===== config.mk =====
export PLATFORM = sky130hd
export DESIGN_NAME = pl_alu_unit_flat
export DESIGN_NICKNAME = d
export VERILOG_FILES = /design/src/rtl/pl_alu_pkg.sv /design/src/rtl/pl_alu_if.sv /design/src/rtl/pl_mod_reduce.sv /design/src/rtl/pl_alu_unit.sv /design/src/flat_wrapper.sv
export SDC_FILE = /design/constraint.sdc
export NUM_CORES = 1
export LEC_CHECK = 0
export CAP_MARGIN = 40
export CORE_UTILIZATION = 40
export CTS_BUF_LIST = sky130_fd_sc_hd__clkbuf_4 sky130_fd_sc_hd__clkbuf_8
export DETAILED_ROUTE_END_ITERATION = 8
export PLACE_DENSITY = 0.63
export SETUP_SLACK_MARGIN = 0.15
export SYNTH_ARGS = -nofsm -noshare
export SYNTH_HDL_FRONTEND = slang
export SYNTH_HIERARCHICAL = 1
export SYNTH_SLANG_ARGS = --single-unit

===== constraint.sdc =====
create_clock -name clk -period 1.1 [get_ports clk]
set_input_delay 0.11 -clock clk [delete_from_list [all_inputs] [get_ports clk]]
set_output_delay 0.11 -clock clk [all_outputs]
set_load 0.03 [all_outputs]

===== src/rtl/pl_alu_pkg.sv =====
// Shared control-bit indices, result-select encoding and modular helpers for the execute-stage ALU.
// Latency: n/a (package only).
// Backpressure: n/a (package only).
package pl_alu_pkg;

    localparam int CTRL_W        = 15;
    localparam int CTRL_ADD      = 14;
    localparam int CTRL_OR_OP    = 13;
    localparam int CTRL_NOT_OP   = 12;
    localparam int CTRL_AND_BW   = 11;
    localparam int CTRL_OR_BW    = 10;
    localparam int CTRL_NOT_BW   = 9;
    localparam int CTRL_AND_OP   = 8;
    localparam int CTRL_CARRY_IN = 7;
    localparam int CTRL_OP2_CMPL = 6;
    localparam int CTRL_JUMP     = 5;
    localparam int CTRL_CMP      = 4;
    localparam int CTRL_SHL      = 3;
    localparam int CTRL_LGCL_BW  = 2;
    localparam int CTRL_STORE    = 1;
    localparam int CTRL_MUL      = 0;

    typedef enum logic [2:0] {
        SEL_MUL,
        SEL_ADD,
        SEL_SHL,
        SEL_LOGIC,
        SEL_NONE
    } alu_sel_e;

    // One conditional subtraction: exact reduction whenever x < 2*m.
    function automatic logic [8:0] mod_csub(input logic [8:0] x, input logic [8:0] m);
        return (x >= m) ? (x - m) : x;
    endfunction

endpackage


===== src/rtl/pl_alu_if.sv =====
// Operand/control/result bundle between the execute-stage sequencer and one ALU copy.
// Latency: n/a (wires only).
// Backpressure: none; alu_en is a capture enable, outputs hold while it is low.
interface pl_alu_if;
    import pl_alu_pkg::*;

    logic              alu_en;
    logic [7:0]        op1_in;
    logic [7:0]        op2_in;
    logic [CTRL_W-1:0] alu_ctrl;
    logic [7:0]        dout;
    logic              cout;
    logic              comp_gt;
    logic              comp_lt;
    logic              comp_eq;

    modport master (
        output alu_en, op1_in, op2_in, alu_ctrl,
        input  dout, cout, comp_gt, comp_lt, comp_eq
    );

    modport slave (
        input  alu_en, op1_in, op2_in, alu_ctrl,
        output dout, cout, comp_gt, comp_lt, comp_eq
    );
endinterface


===== src/rtl/pl_mod_reduce.sv =====
// Combinational 16-bit value mod MODULUS (MODULUS in 129..256) by shifted conditional subtraction.
// Latency: 0 cycles (pure combinational).
// Backpressure: none.
module pl_mod_reduce #(
    parameter logic [8:0] MODULUS = 9'd256
) (
    input  logic [15:0] value,
    output logic [7:0]  result
);
    logic [16:0] acc;
    logic [16:0] mk;

    // Restoring division keeping only the remainder: since MODULUS >= 128,
    // value < 2*(MODULUS<<8), so nine stages from shift 8 down to 0 suffice.
    always_comb begin
        acc = {1'b0, value};
        mk  = '0;
        for (int k = 8; k >= 0; k--) begin
            mk = {8'd0, MODULUS} << k;
            if (acc >= mk) begin
                acc = acc - mk;
            end
        end
    end

    // Remainder is below MODULUS <= 256, so it fits in eight bits.
    assign result = acc[7:0];

    logic unused_hi;
    assign unused_hi = &{1'b0, acc[16:8]};
endmodule


===== src/rtl/pl_alu_unit.sv =====
// 8-bit execute-stage ALU, integer (MODULAR=0) or residue mod MODULUS (MODULAR=1); mul only with PL_ALU_MUL_EN.
// Latency: 1 cycle, outputs registered at the edge that samples alu_en=1.
// Backpressure: none; alu_en=0 holds every output.
module pl_alu_unit
    import pl_alu_pkg::*;
#(
    parameter int         MODULAR = 0,
    parameter logic [8:0] MODULUS = 9'd256
) (
    input  logic     clk,
    input  logic     reset,
    pl_alu_if.slave  bus
);
    logic [CTRL_W-1:0] ctrl;
    logic [7:0]        op1;
    logic [7:0]        op2;
    logic [8:0]        red1;
    logic [8:0]        red2;
    logic [7:0]        a1;
    logic [7:0]        a2;
    logic              mul_req;
    alu_sel_e          sel;

    assign ctrl = bus.alu_ctrl;
    assign op1  = bus.op1_in;
    assign op2  = bus.op2_in;

    // Residue operands: one subtraction reduces any 8-bit value because MODULUS >= 129.
    assign red1 = mod_csub({1'b0, op1}, MODULUS);
    assign red2 = mod_csub({1'b0, op2}, MODULUS);
    assign a1   = (MODULAR != 0) ? red1[7:0] : op1;
    assign a2   = (MODULAR != 0) ? red2[7:0] : op2;

`ifdef PL_ALU_MUL_EN
    assign mul_req = ctrl[CTRL_MUL];
`else
    assign mul_req = 1'b0;
`endif

    // Result source, first match wins.
    always_comb begin
        sel = SEL_NONE;
        if (mul_req) begin
            sel = SEL_MUL;
        end else if (ctrl[CTRL_ADD] || ctrl[CTRL_CMP]) begin
            sel = SEL_ADD;
        end else if (ctrl[CTRL_SHL]) begin
            sel = SEL_SHL;
        end else if (ctrl[CTRL_LGCL_BW]) begin
            sel = SEL_LOGIC;
        end
    end

    // Compare without add is a forced subtract; add honours its own complement/carry bits.
    logic       do_sub;
    logic       cin;
    logic [7:0] b_int;
    logic [8:0] sum_int;

    assign do_sub  = ctrl[CTRL_ADD] ? ctrl[CTRL_OP2_CMPL] : 1'b1;
    assign cin     = ctrl[CTRL_ADD] ? ctrl[CTRL_CARRY_IN] : 1'b1;
    assign b_int   = do_sub ? ~a2 : a2;
    assign sum_int = {1'b0, a1} + {1'b0, b_int} + {8'd0, cin};

    // Modular add/sub/shift: operands are already below MODULUS, so every
    // intermediate is below 2*MODULUS and a single conditional subtract closes it.
    logic [8:0] neg2;
    logic [8:0] m_add;
    logic [8:0] m_sub;
    logic [8:0] m_shl;

    assign neg2  = (a2 == 8'd0) ? 9'd0 : (MODULUS - {1'b0, a2});
    assign m_add = mod_csub({1'b0, a1} + {1'b0, a2}, MODULUS);
    assign m_sub = mod_csub({1'b0, a1} + neg2, MODULUS);
    assign m_shl = mod_csub({a1, 1'b0}, MODULUS);

    // Integer logical (0/1) and bitwise results behind lgcl_or_bitwse_T.
    logic [7:0] logic_res;
    always_comb begin
        logic_res = 8'd0;
        if (ctrl[CTRL_OR_OP]) begin
            logic_res = {7'd0, (a1 != 8'd0) || (a2 != 8'd0)};
        end else if (ctrl[CTRL_NOT_OP]) begin
            logic_res = {7'd0, a1 == 8'd0};
        end else if (ctrl[CTRL_AND_BW]) begin
            logic_res = a1 & a2;
        end else if (ctrl[CTRL_OR_BW]) begin
            logic_res = a1 | a2;
        end else if (ctrl[CTRL_NOT_BW]) begin
            logic_res = ~a1;
        end else if (ctrl[CTRL_AND_OP]) begin
            logic_res = {7'd0, (a1 != 8'd0) && (a2 != 8'd0)};
        end
    end

    logic [7:0] mul_res;
`ifdef PL_ALU_MUL_EN
    logic [15:0] prod;
    assign prod = {8'd0, a1} * {8'd0, a2};
    if (MODULAR != 0) begin : g_mod_mul
        pl_mod_reduce #(.MODULUS(MODULUS)) u_prod_reduce (
            .value  (prod),
            .result (mul_res)
        );
    end else begin : g_int_mul
        assign mul_res = prod[7:0];
        logic unused_prod_hi;
        assign unused_prod_hi = &{1'b0, prod[15:8]};
    end
`else
    assign mul_res = 8'd0;
`endif

    // Next-state result/carry from the selected source.
    logic [7:0] dout_d;
    logic       cout_d;
    always_comb begin
        dout_d = 8'd0;
        cout_d = 1'b0;
        case (sel)
            SEL_MUL: dout_d = mul_res;
            SEL_ADD: begin
                if (MODULAR != 0) begin
                    dout_d = do_sub ? m_sub[7:0] : m_add[7:0];
                end else begin
                    dout_d = sum_int[7:0];
                    cout_d = sum_int[8];
                end
            end
            SEL_SHL: begin
                if (MODULAR != 0) begin
                    dout_d = m_shl[7:0];
                end else begin
                    dout_d = {a1[6:0], 1'b0};
                    cout_d = a1[7];
                end
            end
            SEL_LOGIC: dout_d = (MODULAR != 0) ? 8'd0 : logic_res;
            default:   dout_d = 8'd0;
        endcase
    end

    // Output registers: capture on alu_en, otherwise hold; async clear.
    logic [7:0] dout_q;
    logic       cout_q;
    logic       gt_q;
    logic       lt_q;
    logic       eq_q;
    always_ff @(posedge clk or negedge reset) begin
        if (!reset) begin
            dout_q <= 8'd0;
            cout_q <= 1'b0;
            gt_q   <= 1'b0;
            lt_q   <= 1'b0;
            eq_q   <= 1'b0;
        end else if (bus.alu_en) begin
            dout_q <= dout_d;
            cout_q <= cout_d;
            gt_q   <= a1 > a2;
            lt_q   <= a1 < a2;
            eq_q   <= a1 == a2;
        end
    end

    assign bus.dout    = dout_q;
    assign bus.cout    = cout_q;
    assign bus.comp_gt = gt_q;
    assign bus.comp_lt = lt_q;
    assign bus.comp_eq = eq_q;

    logic unused_bits;
    assign unused_bits = &{1'b0, ctrl[CTRL_JUMP], ctrl[CTRL_STORE], ctrl[CTRL_MUL],
                           red1[8], red2[8], m_add[8], m_sub[8], m_shl[8]};
endmodule


===== src/flat_wrapper.sv =====
// flat-port wrapper written by rule: the top's interface ports become plain ports
module pl_alu_unit_flat import pl_alu_pkg::*;
#(
    parameter int         MODULAR = 0,
    parameter logic [8:0] MODULUS = 9'd256
)
  (clk, reset, bus_alu_en, bus_op1_in, bus_op2_in, bus_alu_ctrl, bus_dout, bus_cout, bus_comp_gt, bus_comp_lt, bus_comp_eq);
  pl_alu_if bus_i ();
  input  logic clk;
  input  logic reset;
  input wire logic [$bits(bus_i.alu_en)-1:0] bus_alu_en;
  input wire logic [$bits(bus_i.op1_in)-1:0] bus_op1_in;
  input wire logic [$bits(bus_i.op2_in)-1:0] bus_op2_in;
  input wire logic [$bits(bus_i.alu_ctrl)-1:0] bus_alu_ctrl;
  output wire logic [$bits(bus_i.dout)-1:0] bus_dout;
  output wire logic [$bits(bus_i.cout)-1:0] bus_cout;
  output wire logic [$bits(bus_i.comp_gt)-1:0] bus_comp_gt;
  output wire logic [$bits(bus_i.comp_lt)-1:0] bus_comp_lt;
  output wire logic [$bits(bus_i.comp_eq)-1:0] bus_comp_eq;
  assign bus_i.alu_en = bus_alu_en;
  assign bus_i.op1_in = bus_op1_in;
  assign bus_i.op2_in = bus_op2_in;
  assign bus_i.alu_ctrl = bus_alu_ctrl;
  assign bus_dout = bus_i.dout;
  assign bus_cout = bus_i.cout;
  assign bus_comp_gt = bus_i.comp_gt;
  assign bus_comp_lt = bus_i.comp_lt;
  assign bus_comp_eq = bus_i.comp_eq;
  pl_alu_unit #(.MODULAR(MODULAR), .MODULUS(MODULUS)) u_core (.clk(clk), .reset(reset), .bus(bus_i));
endmodule

== Word level (Yosys, flattened, before mapping) ==
Cells that the tools add are included.

* Reduce and logical (&&, ||, !) cells: 6
* Multiplexer cells: 14
* $add $sub $neg: 2
* Bitwise logic cells: 4
* Equal/unequal tests: 4
* Magnitude comparators: 2

{| class="wikitable"
|+ Operator list
! cell !! number
|-
| $mux 8 || 6
|-
| $pmux 8 s3 || 1
|-
| $not 8->8 || 2
|-
| $reduce_bool 8->1 || 2
|-
| $add 8x8->9 || 1
|-
| $add 9x1->9 || 1
|-
| $mux 3 || 3
|-
| $and 8x8->8 || 1
|-
| $eq 8x8->1 || 1
|-
| $gt 8x8->1 || 1
|-
| $logic_not 8->1 || 1
|-
| $lt 8x8->1 || 1
|-
| $or 8x8->8 || 1
|-
| $eq 3x2->1 const B || 2
|-
| $eq 3x1->1 const B || 1
|-
| $mux 1 || 3
|-
| $logic_or 1x1->1 || 2
|-
| $pmux 1 s2 || 1
|-
| $logic_and 1x1->1 || 1
|}

* Input bits: 34
* Register bits: 12
* Output and inout bits: 12
* Logic and storage cells: 37

== Depth between registers and ports, before layout ==
Gate-level depths: netlist of the first run.

* Depth after elaboration: 9
* Mapped depth: 9
* Mapped depth without buffers: 8

== Worst setup path after synthesis of the first run ==
No wires, ideal clock.

* Path kind: input to register
* Start: in bus_alu_ctrl[14]
* End: reg u_core.dout_q[6], in the netlist u_core/bus.dout[6]
* Stages on the path: 9
* Slack: -1066 ps
* Path buffers: 1
* Arrival: 2017 ps
* Cells stage by stage: nor2b_1 buf_2 xnor2_1 fa_1 fa_1 a21oi_1 o211ai_1 mux2i_1 o2111ai_1

* Longest elaborated chain between the ends: 5
* Elaborated cells between the ends (all ways): 11

{| class="wikitable"
|+ Ends and longest elaborated chain
! what !! line !! text
|-
| from (decl) || flat_wrapper.sv:14 || <nowiki>input wire logic [$bits(bus_i.alu_ctrl)-1:0] bus_alu_ctrl;</nowiki>
|-
| $mux 1 || pl_alu_unit.sv:60 || <nowiki>assign do_sub = ctrl[CTRL_ADD] ? ctrl[CTRL_OP2_CMPL] : 1'b1;</nowiki>
|-
| $mux 8 || pl_alu_unit.sv:62 || <nowiki>assign b_int = do_sub ? ~a2 : a2;</nowiki>
|-
| $add 8x8->9 || pl_alu_unit.sv:63 || <nowiki>assign sum_int = {1'b0, a1} + {1'b0, b_int} + {8'd0, cin};</nowiki>
|-
| $add 9x1->9 || pl_alu_unit.sv:63 ||
|-
| $pmux 8 s3 * || pl_alu_unit.sv:120 || <nowiki>case (sel)</nowiki>
|-
| to (signal assigned) || pl_alu_unit.sv:157 || <nowiki>dout_q <= dout_d;</nowiki>
|-
| to (decl) || pl_alu_unit.sv:144 || <nowiki>logic [7:0] dout_q;</nowiki>
|}

Mark *: on every way between the ends. The rest lies on a longest branch, timed or not.
A chain may end at the register's enable or synchronous reset.

== Worst setup path after layout of the first run ==
* Start: in bus_alu_ctrl[14]
* End: reg u_core.dout_q[2], in the netlist u_core/bus.dout[2]

The elaborated chain is that of the path after synthesis.

==> impl_metrics.env, run 1 <==
export IMPL_yosysTopAreaCell="ha_1"
export IMPL_synth_cell_types=53
export IMPL_port_buffers=42
export IMPL_tns_ns=-5.61
export IMPL_hold_ws_ns=0.183
export IMPL_dp_cells=371
export IMPL_ant_nets=0
export IMPL_num_io_pins=46
export IMPL_hold_class="input port to async pin"
export IMPL_synth_xor_area_frac=0.0486
export IMPL_die_y_um=69.1
export IMPL_start_kind="input port"
export IMPL_routed_via_count=2143
export IMPL_cts_tree="done"
export IMPL_cts_inserted_buffers=3
export IMPL_core_area_um2=4350
export IMPL_syn_nets=283
export IMPL_crit_type="input port to register"
export IMPL_cts_max_path_buffers=2
export IMPL_die_w_um=69.1
export IMPL_synth_fa_ha_area_frac=0.238
export IMPL_muxShareOfSynthArea=0.0118
export IMPL_timing_final_ws_setup_ns=-0.750
export IMPL_cts_htree_levels=1
export IMPL_cts_sinks=12
export IMPL_layout_common_cells="77 x buf_4, 21 x buf_6, 18 x ha_1, 13 x inv_1"
export IMPL_wirelength_um=6630
export IMPL_layout_cells_non_filler=390
export IMPL_synth_enable_flop_cells=0
export IMPL_critPathLaunch="bus_alu_ctrl[14]"
export IMPL_yosys_top_cells_area="ha_1 22%, dfrtp_1 17%, inv_1 5.4%"
export IMPL_overflow=0
export IMPL_slew_violations=0
export IMPL_cts_clk_slew_worst_paths_ns=0.05
export IMPL_grt_pass1_wl_um=10700
export IMPL_fin_worst_skew_ns=0
export IMPL_crit_arrival_ns=1.97
export IMPL_crit_path_end_kind="register"
export IMPL_synthFlopType="dfrtp_1"
export IMPL_synthArstFlopShare=1.00
export IMPL_synth_area_um2=1800
export IMPL_synth_area_per_cell_um2=8.34
export IMPL_setup_violations=11
export IMPL_synth_seq_cells=12
export IMPL_status="finished with violations"
export IMPL_syn_to_final_growth_pct=83.2
export IMPL_crit_required_ns=1.22
export IMPL_finalCritPeriodShare=1.68
export IMPL_timing_fmax_ghz=0.541
export IMPL_yosys_warnings=6
export IMPL_r2r_start="u_core/bus.dout[7]"
export IMPL_mostFrequentLayoutCell="buf_4"
export IMPL_initial_core_util=0.414
export IMPL_drc=0
export IMPL_rows=24
export IMPL_syn_inst=216
export IMPL_slew_headroom=0.716
export IMPL_grt_setup_unrepaired="true"
export IMPL_place_ws_ns=-1.43
export IMPL_dieArea_um2=4780
export IMPL_synthSimpleGateAreaFrac=0.206
export IMPL_viasPerCell=5.49
export IMPL_first_global_vias=2184
export IMPL_ys_seq_area_frac=0.167
export IMPL_synth_top_family_by_area="compound AO/OA/AOI/OAI gates"
export IMPL_cts_root_buf="clkbuf_8"
export IMPL_antenna_found_initial=0
export IMPL_place_hpwl_um=4980
export IMPL_fin_nets=407
export IMPL_gp_congestion=0.917
export IMPL_first_iter_violations=124
export IMPL_synth_compound_area_frac=0.253
export IMPL_antenna_cells=0
export IMPL_violations="negative setup slack"
export IMPL_tightestPinTransition_ns=0.420
export IMPL_grt_use_total=0.284
export IMPL_yosys_area_top_type_share=0.215
export IMPL_fin_total_pwr_mw=2.76
export IMPL_final_hold_viol_count=0
export IMPL_drt_wirelength_per_cell_um=17.0
export IMPL_period_needed_ns=1.85
export IMPL_drive_gt1_frac=0.527
export IMPL_max_cap_viol_count=0
export IMPL_irDropWorstVdd_mv=0.391
export IMPL_grt_max_degree=13
export IMPL_leakage_nw=1.50
export IMPL_firstDrtPassIters=4
export IMPL_power_per_cell_area_nw_per_um2=835
export IMPL_clock_latency_ns=0.23
export IMPL_critPathMaxFanout=2
export IMPL_nFillCells=318
## final cells by class
| type | count | area, um^2 | area share |
|---|---|---|---|
| Sequential cell | 12 | 300 | 0.0910 |
| Timing Repair Buffer | 124 | 1070 | 0.324 |
| Inverter | 27 | 134 | 0.0406 |
| Tap cell | 52 | 65.1 | 0.0197 |
| Multi-Input combinational cell | 172 | 1690 | 0.512 |
| Clock buffer | 3 | 41.3 | 0.0125 |
## per-stage QoR
step	area, um^2	utilization
6_report	3300	0.758
3_5_place_dp	2870	0.658
2_1_floorplan	1940	-
5_1_grt	3300	0.758
4_1_cts	3220	0.739
3_3_place_gp	2870	0.658
## per-layer routing
metal	share of wire	vias to the layer above	global-route usage
li1	-	1034	-
met1	0.43	1013	0.355
met2	0.50	76	0.509
met3	0.034	20	0.0205
met4	0.033	0	0.0998
met5	0	-	0
## worst paths after layout
check / end / slack, ns / depth (start not counted)
max: u_core/bus.dout[2] / -0.75 / 9
min: u_core/bus.cout / 0.18 / 2
max reg2reg: u_core/bus.dout[7] / -0.02 / 4
min reg2reg: u_core/bus.dout[1] / 0.49 / 2
max in group asynchronous: u_core/bus.dout[0] / 0.75 / 2
min in group clk: u_core/bus.dout[5] / 0.30 / 3
## cell families (layout without fill, tap and decap cells)
family,after synthesis,after routing
AO/OA/AOI/OAI,65,65
XOR/XNOR,10,10
adder cells (fa/ha/maj),33,33
buffers and inverters,32,154
flip-flops,12,12
multiplexers,2,2
AND/OR/NAND/NOR,62,62
## report_power, final
part	switching [mW]	total (mW)	internal, mW
combinational	0.895	1.79	0.899
sequential	0.0425	0.566	0.524
clock	0.155	0.396	0.241
total	1.09	2.76	1.66
## cells in the mapped netlist (2+ instances only)
cell,number
nor2_1,9
o21a_1,2
xnor2_1,10
or4_4,2
a31oi_1,6
o221ai_1,3
o22ai_1,3
nor3b_1,4
and3_1,2
o21ai_0,10
nor3_1,5
a2111oi_0,2
buf_6,2
fa_1,2
nand3_1,4
nand2b_1,6
a21o_1,4
o211ai_1,12
o21bai_1,2
ha_1,31
inv_1,26
a21oi_1,8
nand2_1,9
nor2b_1,10
dfrtp_1,12
nor4_1,2
buf_2,2
## worst max-delay path, cell delays in order
cell     delay [ns]
buf_6          0.07
buf_6          0.08
or2b_1         0.24
fa_2           0.38
fa_2           0.40
buf_4          0.16
xnor2_2        0.17
a21oi_2        0.07
a221o_1        0.28
## timing repair
| item | in CTS | in global routing |
|---|---|---|
| resized for setup | 124 | 22 |
| pin swaps | 31 | 14 |
| hold buffers | 0 | 0 |
| setup endpoints to repair | 12 | 12 |
| setup buffers | 12 | 4 |
| cloned | 0 | 0 |
## flip-flops by register name (all words and copies together) (netlist names)
register            count
u_core/bus.dout         8
u_core/bus.comp_eq      1
u_core/bus.comp_gt      1
u_core/bus.comp_lt      1
u_core/bus.cout         1
Note: power is estimated with default switching activity, not from simulation.
==> run 2, diff against run 1 <==
Settings changed: CORE_UTILIZATION 40 to 55, PLACE_DENSITY 0.63 to 0.84.
Clock period 1.1 ns to 2.3 ns, I/O delays scaled along.
==> run 2 against run 1 <==
The run now ends clean. Critical path depth shrank 3. Combinational power shrank 62%. Design area shrank 22%. Sequential power shrank 52%. Sequential share of layout area grew 2.6 points. First-iteration DRC count grew 50%. Sequential cell count is the same. Cell count shrank 15%. Non-clock buffer count shrank 52. Utilization grew 7.6 points. Critical endpoint unchanged. Largest power group unchanged. Highest routed layer unchanged.
==> impl_metrics.env, run 2 (synthesis gave the netlist of run 1 again) <==
export IMPL_status="complete, no violations"
export IMPL_crit_type="input port to register"
export IMPL_tightestPinTransition_ns=0.623
export IMPL_final_hold_viol_count=0
export IMPL_syn_to_final_growth_pct=42.5
export IMPL_drive_gt1_frac=0.168
export IMPL_clock_latency_ns=0.26
export IMPL_timing_final_ws_setup_ns=0.268
export IMPL_cts_clk_slew_worst_paths_ns=0.09
export IMPL_grt_setup_unrepaired="false"
export IMPL_routed_via_count=1958
export IMPL_cts_htree_levels=1
export IMPL_gp_congestion=0.914
export IMPL_fin_total_pwr_mw=1.08
export IMPL_crit_required_ns=2.45
export IMPL_crit_path_end_kind="register"
export IMPL_dp_cells=324
export IMPL_critPathMaxFanout=2
export IMPL_rr_worst_depth=4
export IMPL_cts_root_buf="clkbuf_4"
export IMPL_fin_nets=355
export IMPL_slew_headroom=0.582
export IMPL_cts_inserted_buffers=3
export IMPL_place_hpwl_um=4390
export IMPL_antenna_cells=0
export IMPL_p_sw_frac=0.413
export IMPL_postLayoutCellArea_um2=2570
export IMPL_fin_worst_skew_ns=0
export IMPL_wirelength_um=5530
export IMPL_dieArea_um2=3510
export IMPL_cts_max_path_buffers=2
export IMPL_p_seq_frac=0.248
export IMPL_tns_ns=0
export IMPL_p_int_mw=0.637
export IMPL_rows=20
export IMPL_grt_pass1_wl_um=8160
export IMPL_place_ws_ns=-0.385
export IMPL_hold_class="input port to async pin"
export IMPL_fin_util=0.834
export IMPL_die_y_um=59.2
export IMPL_firstDrtPassIters=5
export IMPL_timing_fmax_ghz=0.492
export IMPL_mostFrequentLayoutCell="clkdlybuf4s50_1"
export IMPL_ant_nets=0
export IMPL_largest_register_ffs=8
export IMPL_hold_ws_ns=0.302
export IMPL_port_buffers=42
export IMPL_core_area_um2=3080
export IMPL_place_area_um2=2450
export IMPL_hold_buffers=0
export IMPL_max_cap_viol_count=0
export IMPL_crit_arrival_ns=2.18
export IMPL_power_frac_clock=0.123
export IMPL_antenna_found_initial=0
export IMPL_p_sw_mw=0.448
export IMPL_irDropWorstVdd_mv=0.223
export IMPL_power_per_cell_area_nw_per_um2=423
export IMPL_num_io_pins=46
export IMPL_setup_violations=0
export IMPL_viasPerCell=5.93
export IMPL_first_iter_violations=186
export IMPL_cts_sinks=12
export IMPL_grt_max_degree=26
export IMPL_initial_core_util=0.585
export IMPL_drt_wirelength_per_cell_um=16.7
export IMPL_overflow=0
export IMPL_nFillCells=199
export IMPL_layout_cells_non_filler=330
export IMPL_die_w_um=59.2
export IMPL_period_needed_ns=2.03
export IMPL_start_kind="input port"
export IMPL_finalCritPeriodShare=0.884
export IMPL_drc=0
export IMPL_cts_tree="done"
export IMPL_first_global_vias=1801
export IMPL_slew_violations=0
export IMPL_comb_power_share=0.629
export IMPL_leakage_nw=1.17
export IMPL_layout_common_cells="38 x clkdlybuf4s50_1, 31 x ha_1, 28 x buf_4, 26 x inv_1"
export IMPL_grt_use_total=0.312
[run 2: changes by cell type in the layout (fill, tap and decap cells not counted), moves of 7 or more]
cell | before | now
inv_1 | 13 | 26
ha_4 | 9 | 0
ha_1 | 18 | 31
clkdlybuf4s50_1 | 9 | 38
inv_2 | 7 | 0
o21ai_0 | 3 | 10
buf_6 | 21 | 1
buf_4 | 77 | 28
[run 2: path summary, 6_finish.rpt]
path	startpoint	to	slack [ns]
worst min register to register	u_core/bus.comp_gt	u_core/bus.comp_gt	0.51
min in group clk	u_core/bus.comp_gt	u_core/bus.comp_gt	0.51
worst max register to register	u_core/bus.dout[7]	u_core/bus.dout[7]	1.11
worst min-delay path	reset	u_core/bus.dout[7]	0.30
worst max-delay path	bus_op1_in[0]	u_core/bus.dout[2]	0.27
max in group asynchronous	reset	u_core/bus.dout[2]	1.62
[run 2: area by class of cell]
| type | instances | area [um^2] | share of cell area |
|---|---|---|---|
| multi-input cells | 172 | 1420 | 0.553 |
| flip-flops and latches | 12 | 300 | 0.117 |
| inverters | 27 | 101 | 0.0395 |
| clock buffers | 3 | 22.5 | 0.00877 |
| repair buffers | 72 | 668 | 0.260 |
| well taps | 44 | 55.1 | 0.0214 |
[run 2: routing by layer]
metal,part of all wire,GRT usage
met5,0,0
met4,0.027,0.102
met3,0.094,0.0568
met2,0.47,0.526
met1,0.41,0.398
[run 2: what timing repair did]
item / CTS / global route
resized for setup: 6 / 7
endpoints found under the setup margin: 6 / 3
pin swaps: 4 / 7
hold endpoints to repair: 0 / 0
buffers inserted: 0 / 3
[run 2: power groups by stage]
| stage | registers (mW) | clock network (mW) | logic (mW) |
|---|---|---|---|
| 2_1_floorplan | 0.352 | 0 | 0.273 |
| 3_3_place_gp | 0.271 | 0 | 0.620 |
| 3_5_place_dp | 0.273 | 0 | 0.632 |
| 4_1_cts | 0.269 | 0.133 | 0.645 |
| 5_1_grt | 0.274 | 0.139 | 0.729 |
| 6_report | 0.270 | 0.134 | 0.682 |
[run 2: critical path, stage by stage]
cell and delay [ns]:
clkdlybuf4s50_1 0.49, fa_2 0.43, fa_2 0.39, xnor2_1 0.23
a21oi_1 0.12, a221o_1 0.29
==> run 3, diff against run 2 <==
Settings changed: ABC_AREA set to 1, PLACE_DENSITY 0.84 to 0.85.
==> run 3 against run 2 <==
The run now ends with design-rule violations left. Utilization down 1.4 points. Sequential share of layout area is 1.1 points higher. Sequential cell count did not move. Register-to-register slack better by 0.46 ns. Hold slack worse by 0.020 ns. Via count is 4.7% lower. Total power fell by 7.2%. Critical endpoint is now u_core/bus.dout[6].
==> impl_metrics.env, run 3 <==
export IMPL_status="finished with violations"
export IMPL_violations="design-rule violations"
export IMPL_place_ws_ns=-0.436
export IMPL_fin_util=0.821
export IMPL_nFillCells=214
export IMPL_timing_fmax_ghz=0.492
export IMPL_first_iter_violations=126
export IMPL_irDropWorstVdd_mv=0.476
export IMPL_yosys_top_cells_area="ha_1 22%, dfrtp_1 17%, nand2_1 13%"
export IMPL_cts_max_path_buffers=2
export IMPL_yosys_warnings=6
export IMPL_final_hold_viol_count=0
export IMPL_fin_worst_skew_ns=0
export IMPL_start_kind="input port"
export IMPL_first_global_vias=1699
export IMPL_ant_nets=0
export IMPL_critPathMaxFanout=4
export IMPL_postLayoutCellArea_um2=2340
export IMPL_slew_violations=0
export IMPL_die_y_um=58.0
export IMPL_timing_final_ws_setup_ns=0.266
export IMPL_syn_nets=312
export IMPL_grt_use_met3=0.0424
export IMPL_syn_to_final_growth_pct=35.6
export IMPL_comb_power_share=0.603
export IMPL_synth_commonest_cells="62 x nand2_1, 31 x ha_1, 24 x inv_1"
export IMPL_setup_violations=0
export IMPL_p_seq_frac=0.265
export IMPL_cts_htree_levels=1
export IMPL_synthFlopType="dfrtp_1"
export IMPL_synth_most_common_cell="nand2_1"
export IMPL_die_w_um=58.0
export IMPL_layout_cells_non_filler=334
export IMPL_antenna_found_initial=0
export IMPL_multi_input_area_um2=1290
export IMPL_synthArstFlopShare=1.00
export IMPL_crit_type="input port to register"
export IMPL_place_hpwl_um=3780
export IMPL_port_buffers=42
export IMPL_synth_area_um2=1730
export IMPL_finalCritPeriodShare=0.884
export IMPL_p_int_mw=0.575
export IMPL_gp_congestion=0.876
export IMPL_drt_wirelength_per_cell_um=14.5
export IMPL_wirelength_um=4840
export IMPL_rows=19
export IMPL_slew_headroom=0.651
export IMPL_crit_arrival_ns=2.25
export IMPL_cts_clk_slew_worst_paths_ns=0.08
export IMPL_yosysTopAreaCell="ha_1"
export IMPL_firstDrtPassIters=6
export IMPL_viasPerCell=5.58
export IMPL_drc=2
export IMPL_initial_core_util=0.605
export IMPL_grt_setup_unrepaired="true"
export IMPL_syn_inst=245
export IMPL_dp_cells=327
export IMPL_num_io_pins=46
export IMPL_mostFrequentLayoutCell="nand2_1"
export IMPL_synth_area_per_cell_um2=7.05
export IMPL_place_area_um2=2260
export IMPL_routed_via_count=1865
export IMPL_leakage_nw=1.20
export IMPL_tightestPinTransition_ns=0.522
export IMPL_largest_register_ffs=8
export IMPL_max_cap_viol_count=0
export IMPL_crit_required_ns=2.51
export IMPL_grt_use_total=0.298
export IMPL_synth_seq_cells=12
export IMPL_core_area_um2=2850
export IMPL_yosys_area_top_type_share=0.225
export IMPL_layout_common_cells="62 x nand2_1, 37 x clkdlybuf4s50_1, 31 x ha_1, 23 x inv_1, 18 x nor2_1"
export IMPL_synth_cell_types=32
export IMPL_hold_class="input port to async pin"
export IMPL_ys_seq_area_frac=0.174
export IMPL_grt_use_met1=0.407
export IMPL_fin_nets=372
export IMPL_cts_tree="done"
export IMPL_grt_max_degree=16
export IMPL_p_sw_frac=0.429
export IMPL_dieArea_um2=3370
export IMPL_grt_pass1_wl_um=7690
export IMPL_period_needed_ns=2.03
export IMPL_power_frac_clock=0.132
export IMPL_use_met2=0.509
export IMPL_p_sw_mw=0.432
export IMPL_antenna_cells=0
export IMPL_top_usage_layer="met2"
export IMPL_clock_latency_ns=0.28
export IMPL_synth_enable_flop_cells=0
export IMPL_cts_sinks=12
export IMPL_ff_latch_area_um2=300
export IMPL_hold_ws_ns=0.282
export IMPL_drive_gt1_frac=0.191
export IMPL_overflow=0
export IMPL_crit_path_end_kind="register"
export IMPL_cts_root_buf="clkbuf_4"
export IMPL_cts_inserted_buffers=3
export IMPL_power_per_cell_area_nw_per_um2=430
run 3: routing by layer:
metal | share of wire | up-vias
met5 | 0 | -
met4 | 0.019 | 0
met3 | 0.062 | 12
met2 | 0.48 | 68
met1 | 0.44 | 863
li1 | - | 922
run 3: path summary, 6_finish.rpt:
path                               startpoint                 end  slack [ns]  cells after the start
max                          bus_alu_ctrl[14]  u_core/bus.dout[6]        0.27                     17
min                                     reset  u_core/bus.comp_lt        0.28                      1
max reg2reg                u_core/bus.comp_gt  u_core/bus.comp_gt        1.57                      1
min reg2reg                u_core/bus.dout[6]  u_core/bus.dout[6]        0.48                      2
max in group asynchronous               reset  u_core/bus.dout[4]        1.66                      1
min in group clk           u_core/bus.dout[6]  u_core/bus.dout[6]        0.48                      2
run 3: logic make-up (layout without fill, tap and decap cells):
| logic type | count (synthesis) | count (layout) | share of synthesized area |
|---|---|---|---|
| xor+xnor | 9 | 9 | 0.0457 |
| fa+ha+maj | 33 | 33 | 0.248 |
| compound gates | 46 | 46 | 0.175 |
| buf+inv | 43 | 101 | 0.0993 |
| flops | 12 | 12 | 0.174 |
| simple gates | 102 | 102 | 0.258 |
run 3: area by class of cell:
type / instances / share of cell area
sequential: 12 / 0.128
inverter: 39 / 0.0625
clock buffer: 3 / 0.00962
timing repair buffer: 59 / 0.231
multi-input combinational: 190 / 0.552
tap: 31 / 0.0166
run 3: repair_timing:
action / in CTS / in global routing
pin swaps: 7 / 7
hold buffers: 0 / 0
buffers inserted: 1 / 3
setup endpoints to repair: 8 / 3
resized for setup: 13 / 7
hold endpoints to repair: 0 / 0
run 3: worst max-delay path, cell delays in order:
cell	delay (ns)
buf_6	0.07
inv_2	0.03
or2_4	0.25
xor2_4	0.17
fa_2	0.39
fa_2	0.36
nand3_2	0.07
nand3_2	0.08
nand2_1	0.07
nand2_1	0.05
nand2_1	0.07
nand2_2	0.07
a21oi_2	0.11
o21ai_1	0.07
nand2_1	0.06
nand2_1	0.04
nand2_1	0.06
run 3: through the flow:
| step | power [mW] | TNS (ns) |
|---|---|---|
| after floorplan | 0.606 | 0 |
| after global placement | 0.836 | -1.78 |
| after detailed placement | 0.851 | -2.45 |
| after CTS | 0.993 | 0 |
| after global routing | 1.07 | 0 |
| final | 1.01 | 0 |
run 3: power by group through the flow:
stage / Sequential, mW / Combinational, mW / Clock [mW]
after global placement: 0.270 / 0.567 / 0
after global routing: 0.270 / 0.662 / 0.140
after CTS: 0.267 / 0.591 / 0.135
final: 0.267 / 0.607 / 0.133
after floorplan: 0.346 / 0.260 / 0
after detailed placement: 0.271 / 0.580 / 0
